--- config.mk ---
export PLATFORM = sky130hd
export DESIGN_NAME = pl_spi_slave_flat
export DESIGN_NICKNAME = d
export VERILOG_FILES = /design/src/rtl/pl_spi_slave_if.sv /design/src/rtl/pl_spi_slave.sv /design/src/flat_wrapper.sv
export SDC_FILE = /design/constraint.sdc
export NUM_CORES = 1
export LEC_CHECK = 0
export BUFFER_PORTS_ARGS = -buffer_cell sky130_fd_sc_hd__buf_2
export CORE_UTILIZATION = 50
export CTS_BUF_LIST = sky130_fd_sc_hd__clkbuf_16
export CTS_CLUSTER_SIZE = 24
export DETAILED_ROUTE_END_ITERATION = 8
export PLACE_DENSITY = 0.65
export SYNTH_ARGS = -nofsm -noshare
export SYNTH_HDL_FRONTEND = slang
export SYNTH_SLANG_ARGS = --single-unit
--- constraint.sdc ---
create_clock -name i_Clk -period 2.65 [get_ports i_Clk]
set_clock_uncertainty 0.1 [all_clocks]
set_input_delay 0.3975 -clock i_Clk [delete_from_list [all_inputs] [get_ports i_Clk]]
set_output_delay 0.3975 -clock i_Clk [all_outputs]
set_load 0.02 [all_outputs]
--- src/rtl/pl_spi_slave_if.sv ---
// pl_spi_slave_if: SPI pins, host register port and status outputs of the SPI slave
interface pl_spi_slave_if;
  logic       i_SPI_Clk;
  logic       i_SPI_CS;
  logic       i_SPI_MOSI;
  logic       o_SPI_MISO;
  logic       o_SPI_MISO_En;
  logic [3:0] i_Host_Addr;
  logic [7:0] o_Host_Data;
  logic       i_Host_Wr;
  logic [7:0] i_Host_Wr_Data;
  logic       o_Wr_Strobe;
  logic [3:0] o_Wr_Addr;
  logic [7:0] o_Wr_Data;
  logic       o_Frame_Done;
  logic [7:0] o_Frame_Cnt;
  modport slave (
    input  i_SPI_Clk, i_SPI_CS, i_SPI_MOSI, i_Host_Addr, i_Host_Wr, i_Host_Wr_Data,
    output o_SPI_MISO, o_SPI_MISO_En, o_Host_Data, o_Wr_Strobe, o_Wr_Addr, o_Wr_Data,
           o_Frame_Done, o_Frame_Cnt
  );
  modport master (
    output i_SPI_Clk, i_SPI_CS, i_SPI_MOSI, i_Host_Addr, i_Host_Wr, i_Host_Wr_Data,
    input  o_SPI_MISO, o_SPI_MISO_En, o_Host_Data, o_Wr_Strobe, o_Wr_Addr, o_Wr_Data,
           o_Frame_Done, o_Frame_Cnt
  );
endinterface

--- src/rtl/pl_spi_slave.sv ---
// pl_spi_slave: mode-0 SPI slave with synchronized inputs and a 16x8 register file
module pl_spi_slave #(
  parameter int         SYNC_STAGES = 2,
  parameter logic [7:0] DEVICE_ID   = 8'hA5
) (
  input logic           i_Clk,
  input logic           i_Rst_n,
  pl_spi_slave_if.slave bus
);
  typedef enum logic [1:0] {IDLE, CMD, WR_DATA, RD_DATA} state_t;
  logic [SYNC_STAGES-1:0] sclk_sync_q, sclk_sync_d, cs_sync_q, cs_sync_d, mosi_sync_q, mosi_sync_d;
  logic       sclk_dly_q, sclk_dly_d, cs_dly_q, cs_dly_d;
  logic [2:0] settle_q, settle_d, bit_q, bit_d;
  state_t     state_q, state_d;
  logic [7:0] rx_q, rx_d, tx_q, tx_d, wd_q, wd_d, fcnt_q, fcnt_d;
  logic       ld_q, ld_d, stb_q, stb_d, fd_q, fd_d;
  logic [3:0] ptr_q, ptr_d, wa_q, wa_d;
  logic [7:0] regs_q [16];
  logic [7:0] regs_d [16];
  logic       sclk_s, cs_s, mosi_s, settled, cs_fall, cs_rise, sck_rise, sck_fall;
  logic [7:0] rx_n, rd_val;
  assign sclk_s   = sclk_sync_q[SYNC_STAGES-1];
  assign cs_s     = cs_sync_q[SYNC_STAGES-1];
  assign mosi_s   = mosi_sync_q[SYNC_STAGES-1];
  // edges are ignored until the synchronizers have flushed their reset value, so a
  // reset in the middle of a frame cannot fake a CS falling edge
  assign settled  = settle_q == 3'(SYNC_STAGES + 1);
  assign cs_fall  = settled & cs_dly_q & ~cs_s;
  assign cs_rise  = settled & ~cs_dly_q & cs_s;
  assign sck_rise = ~sclk_dly_q & sclk_s & ~cs_s;
  assign sck_fall = sclk_dly_q & ~sclk_s & ~cs_s;
  assign rx_n     = {rx_q[6:0], mosi_s};
  assign rd_val   = ptr_q == 4'd0 ? DEVICE_ID : regs_q[ptr_q];
  assign bus.o_Host_Data   = bus.i_Host_Addr == 4'd0 ? DEVICE_ID : regs_q[bus.i_Host_Addr];
  assign bus.o_SPI_MISO    = tx_q[7] & ~cs_s;
  assign bus.o_SPI_MISO_En = ~cs_s;
  assign bus.o_Wr_Strobe   = stb_q;
  assign bus.o_Wr_Addr     = wa_q;
  assign bus.o_Wr_Data     = wd_q;
  assign bus.o_Frame_Done  = fd_q;
  assign bus.o_Frame_Cnt   = fcnt_q;
  // next-state: synchronizers, frame FSM, shift registers and register file
  always_comb begin
    sclk_sync_d = {sclk_sync_q[SYNC_STAGES-2:0], bus.i_SPI_Clk};
    cs_sync_d   = {cs_sync_q[SYNC_STAGES-2:0], bus.i_SPI_CS};
    mosi_sync_d = {mosi_sync_q[SYNC_STAGES-2:0], bus.i_SPI_MOSI};
    sclk_dly_d  = sclk_s;
    cs_dly_d    = cs_s;
    settle_d    = settled ? settle_q : settle_q + 3'd1;
    state_d     = state_q;
    bit_d       = bit_q;
    rx_d        = rx_q;
    tx_d        = tx_q;
    ld_d        = ld_q;
    ptr_d       = ptr_q;
    regs_d      = regs_q;
    stb_d       = 1'b0;
    wa_d        = wa_q;
    wd_d        = wd_q;
    fd_d        = cs_rise;
    fcnt_d      = fcnt_q + {7'd0, cs_rise};
    if (bus.i_Host_Wr && bus.i_Host_Addr != 4'd0) regs_d[bus.i_Host_Addr] = bus.i_Host_Wr_Data;
    if (cs_rise) begin
      state_d = IDLE;
      bit_d   = 3'd0;
      ld_d    = 1'b0;
      tx_d    = 8'h00;
    end else if (cs_fall && state_q == IDLE) begin
      state_d = CMD;
      bit_d   = 3'd0;
      ld_d    = 1'b0;
      tx_d    = fcnt_q;
    end else if (state_q != IDLE) begin
      if (sck_rise) begin
        rx_d  = rx_n;
        bit_d = bit_q + 3'd1;
        if (bit_q == 3'd7) begin
          ld_d = 1'b1;
          if (state_q == CMD) begin
            ptr_d   = rx_n[3:0];
            state_d = rx_n[7] ? RD_DATA : WR_DATA;
          end else if (state_q == WR_DATA) begin
            if (ptr_q != 4'd0) begin
              regs_d[ptr_q] = rx_n;
              stb_d         = 1'b1;
              wa_d          = ptr_q;
              wd_d          = rx_n;
            end
            ptr_d = ptr_q + 4'd1;
          end
        end
      end
      if (sck_fall) begin
        ld_d  = 1'b0;
        tx_d  = ld_q ? (state_q == RD_DATA ? rd_val : 8'h00) : {tx_q[6:0], 1'b0};
        ptr_d = (ld_q && state_q == RD_DATA) ? ptr_q + 4'd1 : ptr_d;
      end
    end
  end
  // state register with synchronous active-low reset
  always_ff @(posedge i_Clk) begin
    if (!i_Rst_n) begin
      sclk_sync_q <= '0;
      cs_sync_q   <= '1;
      mosi_sync_q <= '0;
      sclk_dly_q  <= 1'b0;
      cs_dly_q    <= 1'b1;
      settle_q    <= 3'd0;
      state_q     <= IDLE;
      bit_q       <= 3'd0;
      rx_q        <= 8'h00;
      tx_q        <= 8'h00;
      ld_q        <= 1'b0;
      ptr_q       <= 4'd0;
      regs_q      <= '{default: 8'h00};
      stb_q       <= 1'b0;
      wa_q        <= 4'd0;
      wd_q        <= 8'h00;
      fd_q        <= 1'b0;
      fcnt_q      <= 8'h00;
    end else begin
      sclk_sync_q <= sclk_sync_d;
      cs_sync_q   <= cs_sync_d;
      mosi_sync_q <= mosi_sync_d;
      sclk_dly_q  <= sclk_dly_d;
      cs_dly_q    <= cs_dly_d;
      settle_q    <= settle_d;
      state_q     <= state_d;
      bit_q       <= bit_d;
      rx_q        <= rx_d;
      tx_q        <= tx_d;
      ld_q        <= ld_d;
      ptr_q       <= ptr_d;
      regs_q      <= regs_d;
      stb_q       <= stb_d;
      wa_q        <= wa_d;
      wd_q        <= wd_d;
      fd_q        <= fd_d;
      fcnt_q      <= fcnt_d;
    end
  end
endmodule

--- src/flat_wrapper.sv ---
// flat-port wrapper written by rule: the top's interface ports become plain ports
module pl_spi_slave_flat 
#(
  parameter int         SYNC_STAGES = 2,
  parameter logic [7:0] DEVICE_ID   = 8'hA5
)
  (i_Clk, i_Rst_n, bus_i_SPI_Clk, bus_i_SPI_CS, bus_i_SPI_MOSI, bus_i_Host_Addr, bus_i_Host_Wr, bus_i_Host_Wr_Data, bus_o_SPI_MISO, bus_o_SPI_MISO_En, bus_o_Host_Data, bus_o_Wr_Strobe, bus_o_Wr_Addr, bus_o_Wr_Data, bus_o_Frame_Done, bus_o_Frame_Cnt);
  pl_spi_slave_if bus_i ();
  input logic i_Clk;
  input logic i_Rst_n;
  input wire logic [$bits(bus_i.i_SPI_Clk)-1:0] bus_i_SPI_Clk;
  input wire logic [$bits(bus_i.i_SPI_CS)-1:0] bus_i_SPI_CS;
  input wire logic [$bits(bus_i.i_SPI_MOSI)-1:0] bus_i_SPI_MOSI;
  input wire logic [$bits(bus_i.i_Host_Addr)-1:0] bus_i_Host_Addr;
  input wire logic [$bits(bus_i.i_Host_Wr)-1:0] bus_i_Host_Wr;
  input wire logic [$bits(bus_i.i_Host_Wr_Data)-1:0] bus_i_Host_Wr_Data;
  output wire logic [$bits(bus_i.o_SPI_MISO)-1:0] bus_o_SPI_MISO;
  output wire logic [$bits(bus_i.o_SPI_MISO_En)-1:0] bus_o_SPI_MISO_En;
  output wire logic [$bits(bus_i.o_Host_Data)-1:0] bus_o_Host_Data;
  output wire logic [$bits(bus_i.o_Wr_Strobe)-1:0] bus_o_Wr_Strobe;
  output wire logic [$bits(bus_i.o_Wr_Addr)-1:0] bus_o_Wr_Addr;
  output wire logic [$bits(bus_i.o_Wr_Data)-1:0] bus_o_Wr_Data;
  output wire logic [$bits(bus_i.o_Frame_Done)-1:0] bus_o_Frame_Done;
  output wire logic [$bits(bus_i.o_Frame_Cnt)-1:0] bus_o_Frame_Cnt;
  assign bus_i.i_SPI_Clk = bus_i_SPI_Clk;
  assign bus_i.i_SPI_CS = bus_i_SPI_CS;
  assign bus_i.i_SPI_MOSI = bus_i_SPI_MOSI;
  assign bus_i.i_Host_Addr = bus_i_Host_Addr;
  assign bus_i.i_Host_Wr = bus_i_Host_Wr;
  assign bus_i.i_Host_Wr_Data = bus_i_Host_Wr_Data;
  assign bus_o_SPI_MISO = bus_i.o_SPI_MISO;
  assign bus_o_SPI_MISO_En = bus_i.o_SPI_MISO_En;
  assign bus_o_Host_Data = bus_i.o_Host_Data;
  assign bus_o_Wr_Strobe = bus_i.o_Wr_Strobe;
  assign bus_o_Wr_Addr = bus_i.o_Wr_Addr;
  assign bus_o_Wr_Data = bus_i.o_Wr_Data;
  assign bus_o_Frame_Done = bus_i.o_Frame_Done;
  assign bus_o_Frame_Cnt = bus_i.o_Frame_Cnt;
  pl_spi_slave #(.SYNC_STAGES(SYNC_STAGES), .DEVICE_ID(DEVICE_ID)) u_core (.i_Clk(i_Clk), .i_Rst_n(i_Rst_n), .bus(bus_i));
endmodule
==> impl_metrics.yaml <==
global_route:
  grt_first_pass_wirelength_mm: 50.38
  grt_max_degree: 73
  antenna_found_initial: 0
  first_global_vias: 8374
  overflow: 0
  grt_util_all_layers_pct: 30.76
floorplan:
  design.die.area_um2: 21740
  die_width_um: 147.4
  fp-row-count: 52
  fp.coreArea_um2: 20490
  dieHeight_um: 147.4
  start_util_pct: 51.60
  num_io_pins: 50
timing:
  drv_slew: 0
  setup_tns_ns: 0
  rsz0062_at_grt: "false"
  worst_slack_ns: 0.1670
  max_freq_mhz: 402.7
  setup_viol: 0
  period_needed_ns: 2.483
  fin_crit_sh_pct: 93.70
  hold_violations: 0
  max_slew_margin_pct: 33.51
  worst_slew_pin_slew_ns: 0.9960
placed_design:
  io_buffers: 49
  pre_cts_slack_ns: 0.1701
  dp_hpwl_mm: 22.54
  place.gp.congestion: 0.9548
synthesis:
  avgSynthCellArea_um2: 9.605
  syn_area_um2: 10580
  ys_ff_latch: 186
  synthArstFlopShare_pct: 0
  yosys_warnings: 0
  synth_fp_nets: 1129
  synth_enable_flop_cells: 0
  ys_seq_area_share_pct: 35.21
  postSynthCellCount: 1101
  synth_cell_type_count: 58
  synth_ff_type: "dfxtp_1"
final_layout:
  nNetsFinal: 1128
  num_antenna_cells: 0
  drive_above_1_share_pct: 19.51
  synthToLayoutAreaGrowth_pct: 9.843
clock_tree:
  cts_buffer_depth: 2
  post_cts.repair.setup_buffers: 0
  cts_tree: "done"
  clk_latency_ns: 0.44
  numCtsBuffers: 17
  cts-htree-levels: 4
  cts_hold_buf: 0
  cts_repair_resize_count: 0
  root_buffer: "clkbuf_16"
  path_clk_slew_ns: 0.07
  clock_sinks: 186
setup_path:
  crit_family: "multiplexers"
  critPathMaxFanout: 20
  cpPeakStageDelay_ns: 0.53
  crit_chain: "buf_2, buf_12, mux4_2, mux4_2, buf_2"
  endpoint_kind: "output port"
  critPathSlowestCell: "mux4_2"
  cp.required_ns: 2.15
  worstSetupStartpointType: "primary input"
  worstSetupPathType: "in -> out"
  crit_buf_inv: 3
  cp.arrival_ns: 1.99
route:
  post_drt_wl_per_cell_um: 23.74
  num_vias: 9079
  drt_wl_total_mm: 32.80
  ant_nets: 0
  drc: 0
  vias_per_cell: 6.569
  drtPass1Iterations: 6
  drt_iter0_drc: 1084
power:
  leakage_nw: 5.799
  irDropWorstVdd_mv: 0.3659
  p_per_area_nw_per_um2: 506.0
worst_hold_path:
  hold_path_class: "in -> reg"
outcome:
  status: "complete, no violations"
run:
  cap_violations: 0
path summary, 6_finish.rpt:
| check | startpoint | end | slack (ns) | depth (start not counted) |
|---|---|---|---|---|
| setup / recovery | bus_i_Host_Addr[0] | bus_o_Host_Data[7] | 0.17 | 5 |
| hold / removal | bus_i_SPI_CS | u_core.cs_sync_q[0] | 0.04 | 2 |
| setup reg to reg | u_core.ptr_q[1] | u_core.regs_q[101] | 0.23 | 6 |
| hold reg to reg | u_core.cs_sync_q[0] | u_core.cs_sync_q[1] | 0.34 | 1 |
state kept, by name, summed over array words and instances, names as in the netlist, 2 cells and up:
| signal | cells |
|---|---|
| u_core.cs_sync_q | 2 |
| u_core.ptr_q | 4 |
| u_core.bit_q | 3 |
| u_core.mosi_sync_q | 2 |
| u_core.settle_q | 3 |
| u_core.regs_q | 128 |
| u_core.sclk_sync_q | 2 |
| u_core.tx_q | 8 |
| u_core.state_q | 2 |
| u_core.bus.o_Wr_Addr | 4 |
| u_core.bus.o_Wr_Data | 8 |
| u_core.rx_q | 7 |
| u_core.bus.o_Frame_Cnt | 8 |
kinds of logic after synthesis:
kind of cell	share of synthesized area, %
AO/OA/AOI/OAI	19.50
XOR/XNOR	0.6626
adder cells (fa/ha/maj)	1.183
buffers and inverters	5.170
flip-flops	35.21
multiplexers	19.45
AND/OR/NAND/NOR	18.82
synth_stat cells (9+ instances only):
cell        n  area [µm²]
nand2_1   161       604.3
a21boi_0   15       112.6
nor2b_1    18       112.6
clkbuf_1   67       251.5
nand3_1    98       490.5
nand3_2    11       110.1
o21ai_0    77       385.4
mux2i_1    57       570.6
o211a_1   120        1201
and3_1      9       56.30
nor2_1     28       105.1
and2_1     25       156.4
a21oi_1    16       80.08
mux4_2     64        1441
ha_1       10       125.1
buf_2      35       175.2
dfxtp_1   186        3724
worst register-to-register path, delay by kind of cell, from the launching register on:
family                   cells  cell delay, ns
AND/OR/NAND/NOR              3            0.88
flip-flops                   1            0.59
AO/OA/AOI/OAI                1            0.33
adder cells (fa/ha/maj)      1            0.24
buffers and inverters        1            0.17
layer usage:
layer	global-route usage, %	wire [µm]
met1	42.29	13760
met4	12.99	1299
met5	0	0
met2	47.59	14970
met3	5.556	2781
metrics by stage:
stage / cells / power, mW / util, % / instance area, µm² / hold slack [ns]
2_1_floorplan: 1101 / 3.198 / - / 10580 / 0.2863
3_3_place_gp: 1351 / 3.343 / 53.87 / 11040 / 0.3100
3_5_place_dp: 1351 / 3.348 / 53.87 / 11040 / 0.3060
4_1_cts: 1382 / 5.908 / 56.68 / 11620 / 0.02254
5_1_grt: 1382 / 6.068 / 56.68 / 11620 / 0.03744
6_report: 1382 / 5.878 / 56.68 / 11620 / 0.03990
cell usage in the layout (no fill, tap or decap), types with 5 or more instances in the layout:
cell	n
dfxtp_1	184
nand2_1	161
o211a_1	120
nand3_1	98
o21ai_0	77
mux4_2	64
mux2i_1	57
buf_2	48
buf_4	38
nor2_1	28
and2_1	25
nor2b_1	18
clkbuf_16	17
a21oi_1	16
a21boi_0	15
nand3_2	11
ha_1	10
and3_1	9
nand2b_1	6
inv_1	6
buf_12	6
a22o_1	5
nor3_1	5
xnor2_1	5
inv_6	5
inv_8	5
report_power, final:
part	internal, mW	switching (mW)
Sequential	2.83	0.0391
Clock	1.34	1.25
Combinational	0.163	0.256
Total	4.33	1.54
cell type report:
class,instances,area [µm²]
fill,1771,8879
multi-input combinational,796,6305
tap,270,337.8
clock buffer,17,425.4
timing repair buffer,92,645.6
inverter,7,26.28
clock inverter,14,150.1
sequential,186,3726
(Power assumes the default switching activity.)
